## config.mk

```make
export PLATFORM = sky130hd
export DESIGN_NAME = hilo_regfile
export DESIGN_NICKNAME = d
export VERILOG_FILES = /design/src/rtl/hilo_regfile.sv
export SDC_FILE = /design/constraint.sdc
export NUM_CORES = 1
export LEC_CHECK = 0
export ABC_CLOCK_PERIOD_IN_PS = 14400
export BUFFER_PORTS_ARGS = -buffer_cell sky130_fd_sc_hd__buf_4
export CAP_MARGIN = 10
export CORE_MARGIN = 3
export CORE_UTILIZATION = 58
export DETAILED_ROUTE_END_ITERATION = 10
export GPL_ROUTABILITY_DRIVEN = 0
export GPL_TIMING_DRIVEN = 0
export PLACE_DENSITY = 0.9
export SKIP_CTS_REPAIR_TIMING = 1
export SLEW_MARGIN = 20
export SYNTH_ARGS = -nofsm -noshare
export SYNTH_HDL_FRONTEND = slang
export SYNTH_SLANG_ARGS = --single-unit
```

## constraint.sdc

```tcl
create_clock -name clk -period 14.4 [get_ports clk]
set_input_delay 2.16 -clock clk [delete_from_list [all_inputs] [get_ports clk]]
set_output_delay 2.16 -clock clk [all_outputs]
set_load 0.02 [all_outputs]
```

## src/rtl/hilo_regfile.sv

```systemverilog
// HI/LO architectural register block: carries multiply/divide and mthi/mtlo
// results through the M and W stages, commits at the end of W, and forwards to E.
module hilo_regfile #(
    parameter logic [31:0] RESET_HI = 32'h0000_0000,
    parameter logic [31:0] RESET_LO = 32'h0000_0000
) (
    input  logic        clk,
    input  logic        reset,
    input  logic        stall,
    input  logic        flush_e,
    input  logic        flush_m,
    input  logic        e_hi_we,
    input  logic        e_lo_we,
    input  logic [31:0] e_hi,
    input  logic [31:0] e_lo,
    output logic [31:0] hi_fwd,
    output logic [31:0] lo_fwd,
    output logic [31:0] hi_arch,
    output logic [31:0] lo_arch,
    output logic        pending
);

    logic        m_hi_we_r;
    logic        m_lo_we_r;
    logic [31:0] m_hi_r;
    logic [31:0] m_lo_r;
    logic        w_hi_we_r;
    logic        w_lo_we_r;
    logic [31:0] w_hi_r;
    logic [31:0] w_lo_r;
    logic [31:0] hi_q_r;
    logic [31:0] lo_q_r;
    logic [31:0] hi_fwd_s;
    logic [31:0] lo_fwd_s;

    // M stage entry: captures E, holds on stall, but an M flush always kills it
    always_ff @(posedge clk or posedge reset) begin
        if (reset) begin
            m_hi_we_r <= 1'b0;
            m_lo_we_r <= 1'b0;
            m_hi_r    <= 32'h0000_0000;
            m_lo_r    <= 32'h0000_0000;
        end else if (stall) begin
            if (flush_m) begin
                m_hi_we_r <= 1'b0;
                m_lo_we_r <= 1'b0;
            end else begin
                m_hi_we_r <= m_hi_we_r;
                m_lo_we_r <= m_lo_we_r;
            end
        end else begin
            m_hi_we_r <= e_hi_we & ~flush_e;
            m_lo_we_r <= e_lo_we & ~flush_e;
            m_hi_r    <= e_hi;
            m_lo_r    <= e_lo;
        end
    end

    // W stage entry: takes M unless stalled; a flushed M entry arrives without enables
    always_ff @(posedge clk or posedge reset) begin
        if (reset) begin
            w_hi_we_r <= 1'b0;
            w_lo_we_r <= 1'b0;
            w_hi_r    <= 32'h0000_0000;
            w_lo_r    <= 32'h0000_0000;
        end else if (!stall) begin
            w_hi_we_r <= m_hi_we_r & ~flush_m;
            w_lo_we_r <= m_lo_we_r & ~flush_m;
            w_hi_r    <= m_hi_r;
            w_lo_r    <= m_lo_r;
        end else begin
            w_hi_we_r <= w_hi_we_r;
            w_lo_we_r <= w_lo_we_r;
        end
    end

    // Architectural HI/LO commit; each half commits on its own enable
    always_ff @(posedge clk or posedge reset) begin
        if (reset) begin
            hi_q_r <= RESET_HI;
            lo_q_r <= RESET_LO;
        end else if (!stall) begin
            if (w_hi_we_r) begin
                hi_q_r <= w_hi_r;
            end else begin
                hi_q_r <= hi_q_r;
            end
            if (w_lo_we_r) begin
                lo_q_r <= w_lo_r;
            end else begin
                lo_q_r <= lo_q_r;
            end
        end else begin
            hi_q_r <= hi_q_r;
            lo_q_r <= lo_q_r;
        end
    end

    // Forwarding to E: youngest pending write (M, then W) wins, else committed value
    always_comb begin
        hi_fwd_s = hi_q_r;
        lo_fwd_s = lo_q_r;
        if (m_hi_we_r) begin
            hi_fwd_s = m_hi_r;
        end else if (w_hi_we_r) begin
            hi_fwd_s = w_hi_r;
        end else begin
            hi_fwd_s = hi_q_r;
        end
        if (m_lo_we_r) begin
            lo_fwd_s = m_lo_r;
        end else if (w_lo_we_r) begin
            lo_fwd_s = w_lo_r;
        end else begin
            lo_fwd_s = lo_q_r;
        end
    end

    assign hi_fwd  = hi_fwd_s;
    assign lo_fwd  = lo_fwd_s;
    assign hi_arch = hi_q_r;
    assign lo_arch = lo_q_r;
    assign pending = m_hi_we_r | m_lo_we_r | w_hi_we_r | w_lo_we_r;

endmodule

```

# Word level (Yosys, flattened, before mapping)
# Index checks and enable logic that the tools add are counted.
[totals]
regBits = 196
[classes]
bitwise = 9
n_mux = 7
eq_ne = 1
[op_table]
columns = ["op", "n"]
rows = [
  ["32-bit 2-to-1 mux", 4],
  ["1-bit bitwise AND", 4],
  ["1-bit 2-to-1 mux", 3],
  ["1-bit bitwise OR", 3],
  ["2-bit by 1-bit inequality test with 1-bit output (second input constant)", 1],
  ["1-bit inverter", 2],
]

# Longest topological paths before layout
[depth]
depth_word = 3
depth_mapped = 5
mapped_depth_nobuf = 2

# Worst setup path before layout
# Ideal clock, no wire load.
[synth_path]
path_kind = "register -> output"
from = "register w_lo_we_r"
to = "output port lo_fwd[12]"
path_buffers = 2
slack_ns = 10.904
arrival_time_ns = 1.336
path_stages_with_launch = 5
path_cell_list = "dfrtp_1 -> buf_2 -> clkbuf_4 -> mux2i_1 -> o21ai_0"
[synth_via]
elab_chain_cells = 2
[synth_rtl]
columns = ["element", "line", "text"]
rows = [
  ["from (decl)", "28", "logic w_lo_we_r;"],
  ["from (signal assigned)", "68", "w_lo_we_r <= m_lo_we_r & ~flush_m;"],
  ["from (signal assigned)", "73", "w_lo_we_r <= w_lo_we_r;"],
  ["32-bit 2-to-1 mux", "-", ""],
  ["32-bit 2-to-1 mux", "110", "if (m_lo_we_r) begin"],
  ["to (decl)", "17", "output logic [31:0] lo_fwd,"],
]
# No other way between the ends.

# Final worst setup path
[layout_path]
from = "register m_hi_we_r"
to = "output port hi_fwd[29]"
[layout_via]
elab_chain_cells = 1
[layout_rtl]
columns = ["element", "line", "text"]
rows = [
  ["from (decl)", "23", "logic m_hi_we_r;"],
  ["from (signal assigned)", "48", "m_hi_we_r <= m_hi_we_r;"],
  ["from (signal assigned)", "52", "m_hi_we_r <= e_hi_we & ~flush_e;"],
  ["32-bit 2-to-1 mux", "103", "if (m_hi_we_r) begin"],
  ["to (decl)", "16", "output logic [31:0] hi_fwd,"],
]
# No other way between the ends.

==> flow_summary_export.csv <==
group,metric,value,unit
global_routing,grt_start_max_net_pins,105,
clocking,cts_tree,"done",
global_routing,antenna_found_initial,0,
route,post_drt_wl_per_cell,20.17,um
clocking,insertion_delay,0.43,ns
layout,mostFrequentLayoutCell,"sky130_fd_sc_hd__buf_4",
timing,min_period_over_period,0.2893,
pwr,comb_power_share,0.353,
timing,setup_viol,0,
route,drc,0,
die,die_w,128.8,um
timing,timing.setup.tns,0,ns
timing,period_minus_slack,4.166,ns
worst_setup_path,timing.critical_path.fanout_max,10,
pwr,power_frac_seq,0.398,
timing,worst_slew_pin_slew,0.6416,ns
route,drt_pass1_iterations,4,
pwr,clock_power_share,0.249,
layout,nFillCells,942,
timing,hold_viol_final,0,
worst_hold_path,timing.hold.worst.class,"reg -> reg",
global_routing,vias_in_the_first_global_route,6335,
synth,synthesis.area,8752,um^2
route,drtIter0Drc,290,
pwr,leak_pwr,0.005049,uW
timing,final-max-slew-violation-count,0,
die,rows,44,
timing,fin_hold_ws,0.5221,ns
worst_setup_path,r2r-end,"hi_arch[7]$_DFFE_PP0N_",
timing,clock.fmax,240.0,MHz
placement,detailed_place_hpwl,14710,um
run,max_cap_violations,0,
clocking,cts_sinks,196,
pwr,vdd.ir_drop.worst,0.1137,mV
worst_setup_path,crit-reg2reg-launch,"w_hi_we_r$_DFFE_PP0N_",
synth,syn_nets,710,
synth,synth-warning-count,0,
layout,diodes,0,
outcome,run_status,"finished clean",
route,vias,5925,
pwr,totalPowerFinal,1948,uW
layout,highest_count_cells_in_the_layout_ignoring_fill_and_taps,"sky130_fd_sc_hd__buf_4 (207), sky130_fd_sc_hd__dfrtp_1 (196), sky130_fd_sc_hd__mux2_2 (157)",
worst_setup_path,regToRegSetupSlack,12.95,ns
global_routing,gr-usage-all-layers,0.2617,
worst_hold_path,hold_end,"hi_arch[17]$_DFFE_PP0N_",
global_routing,gr-total-overflow,0,
route,drt-vias-per-instance,5.616,
route,postRouteAntennaNets,0,
layout,util_after_layout,0.7589,
timing,maxSlewHeadroom,0.5722,
die,design.die.area,16600,um^2
clocking,clk_path_buf_depth,2,
synth,synth.distinct_cells,18,
layout,nNetsFinal,929,
pwr,power.share.switching,0.3416,
worst_setup_path,cp.arrival,2.01,ns
route,detail_route.wirelength,21280,um
clocking,num_cts_buffers,17,
timing,grt_setup_unrepaired,"false",
synth,postSynthCellCount,639,
layout,final_layout_size_suffix_gt1_frac,0.5189,
placement,portBuffers,199,
global_routing,grt_first_pass_wirelength,33670,um
worst_hold_path,timing.hold.worst.start,"w_hi_r[17]$_DFFE_PP0N_",
die,initial_core_util,0.5977,
clocking,clock-root-buffer,"sky130_fd_sc_hd__clkbuf_16",
worst_hold_path,hold_path_cell_cnt,1,
pwr,power_density,175.3,nW/um^2
die,die_h,128.8,um
pwr,netSwitchingPower,665.4,uW
layout,layout-area-overhead-vs-synth,26.98,%
clocking,cts-htree-levels,4,
pwr,cell_internal_power_dissipation,1283,uW
synth,syn-mean-instance-area,13.70,um^2
worst_setup_path,end_kind,"primary output",
die,floorplan.io_pins,200,
worst_setup_path,startpoint_type,"flop",
clocking,path_clk_slew,0.07,ns
worst_setup_path,worst_r2r_path_depth,5,
worst_setup_path,worstSetupPathType,"reg -> out",
worst_setup_path,critPathRequiredTime,12.24,ns
timing,worst_case_clock_skew,0.009982,ns
die,core_region_area,14640,um^2
synth,ys_ff_latch,196,
synth,synth_seq_area_share,0.5604,
area by class of cell:
class / count / area (um^2) / share of cell area
flip-flops and latches: 196 / 4905 / 0.4413
repair buffers: 200 / 1521 / 0.1369
well taps: 184 / 230.2 / 0.02072
multi-input cells: 396 / 3557 / 0.3201
clock inverters: 12 / 155.1 / 0.01396
plain buffers: 45 / 282.8 / 0.02544
inverters: 2 / 15.01 / 0.001351
clock buffers: 20 / 446.7 / 0.04019
sequential cells by signal (all words and copies together), names as in the netlist:
| signal | flops |
|---|---|
| lo_arch | 32 |
| w_lo_r | 32 |
| hi_arch | 32 |
| m_hi_we_r | 1 |
| m_lo_r | 32 |
| w_lo_we_r | 1 |
| w_hi_we_r | 1 |
| m_hi_r | 32 |
| m_lo_we_r | 1 |
| w_hi_r | 32 |
stage by stage:
stage,cell area (um^2),worst slack [ns],cells
global placement,10480,5.257,1022
floorplan,8752,6.899,639
finish,11110,10.23,1055
CTS,11110,10.19,1055
detailed placement,10510,10.67,1023
global route,11110,10.10,1055
kinds of logic (layout without fill, tap and decap cells):
logic type / Yosys count / count (layout) / share of synthesized area
simple gates: 72 / 72 / 0.03331
buf+inv: 47 / 279 / 0.03317
flops: 196 / 196 / 0.5604
mux: 256 / 256 / 0.3331
compound gates: 68 / 68 / 0.04003
Yosys cell counts:
library cell,number,area share
sky130_fd_sc_hd__dfrtp_1,196,0.56
sky130_fd_sc_hd__mux2_2,157,0.20
sky130_fd_sc_hd__nand2_1,66,0.028
sky130_fd_sc_hd__o21ai_0,66,0.038
sky130_fd_sc_hd__mux2i_1,64,0.073
sky130_fd_sc_hd__mux2_4,30,0.051
sky130_fd_sc_hd__buf_2,16,0.0091
sky130_fd_sc_hd__clkbuf_1,12,0.0051
sky130_fd_sc_hd__buf_4,8,0.0069
sky130_fd_sc_hd__buf_6,8,0.010
sky130_fd_sc_hd__mux2_1,5,0.0064
sky130_fd_sc_hd__nand2b_1,3,0.0021
sky130_fd_sc_hd__a32o_1,2,0.0023
sky130_fd_sc_hd__inv_1,2,0.00086
sky130_fd_sc_hd__clkbuf_4,1,0.00086
sky130_fd_sc_hd__nand2b_4,1,0.0016
sky130_fd_sc_hd__nor2_1,1,0.00043
sky130_fd_sc_hd__or4_1,1,0.00086
power groups by stage:
stage,Combinational (uW),Clock (uW),Sequential (uW)
final,687,485,776
after global routing,729,514,790
after CTS,693,491,773
after detailed placement,689,0,777
after global placement,670,0,765
after floorplan,310,0,842
worst max-delay path by stage:
stage	startpoint	endpoint	slack, ns
final	m_hi_we_r$_DFFE_PP0P_	hi_fwd[29]	10.23
after global routing	m_lo_we_r$_DFFE_PP0P_	lo_fwd[29]	10.10
after CTS	m_hi_we_r$_DFFE_PP0P_	hi_fwd[29]	10.19
after detailed placement	m_hi_we_r$_DFFE_PP0P_	hi_fwd[29]	10.67
after global placement	reset	m_lo_r[5]$_DFFE_PP0N_	5.26
after floorplan	reset	hi_arch[0]$_DFFE_PP0N_	6.90
per-layer routing:
| metal | part of all wire | vias to the layer above | GRT usage |
|---|---|---|---|
| met5 | 0 | - | 0 |
| met4 | 0.015 | 0 | 0.07165 |
| met3 | 0.060 | 24 | 0.07430 |
| met2 | 0.51 | 184 | 0.4424 |
| met1 | 0.42 | 3037 | 0.3329 |
| li1 | - | 2680 | - |
critical path, stage by stage, from the launching register on:
cell and delay, ns:
sky130_fd_sc_hd__dfrtp_1 0.40, sky130_fd_sc_hd__buf_2 0.23, sky130_fd_sc_hd__clkbuf_1 0.49, sky130_fd_sc_hd__nand2_1 0.12, sky130_fd_sc_hd__o21ai_0 0.14, sky130_fd_sc_hd__buf_4 0.19
Power figures use the tool's default switching activity.
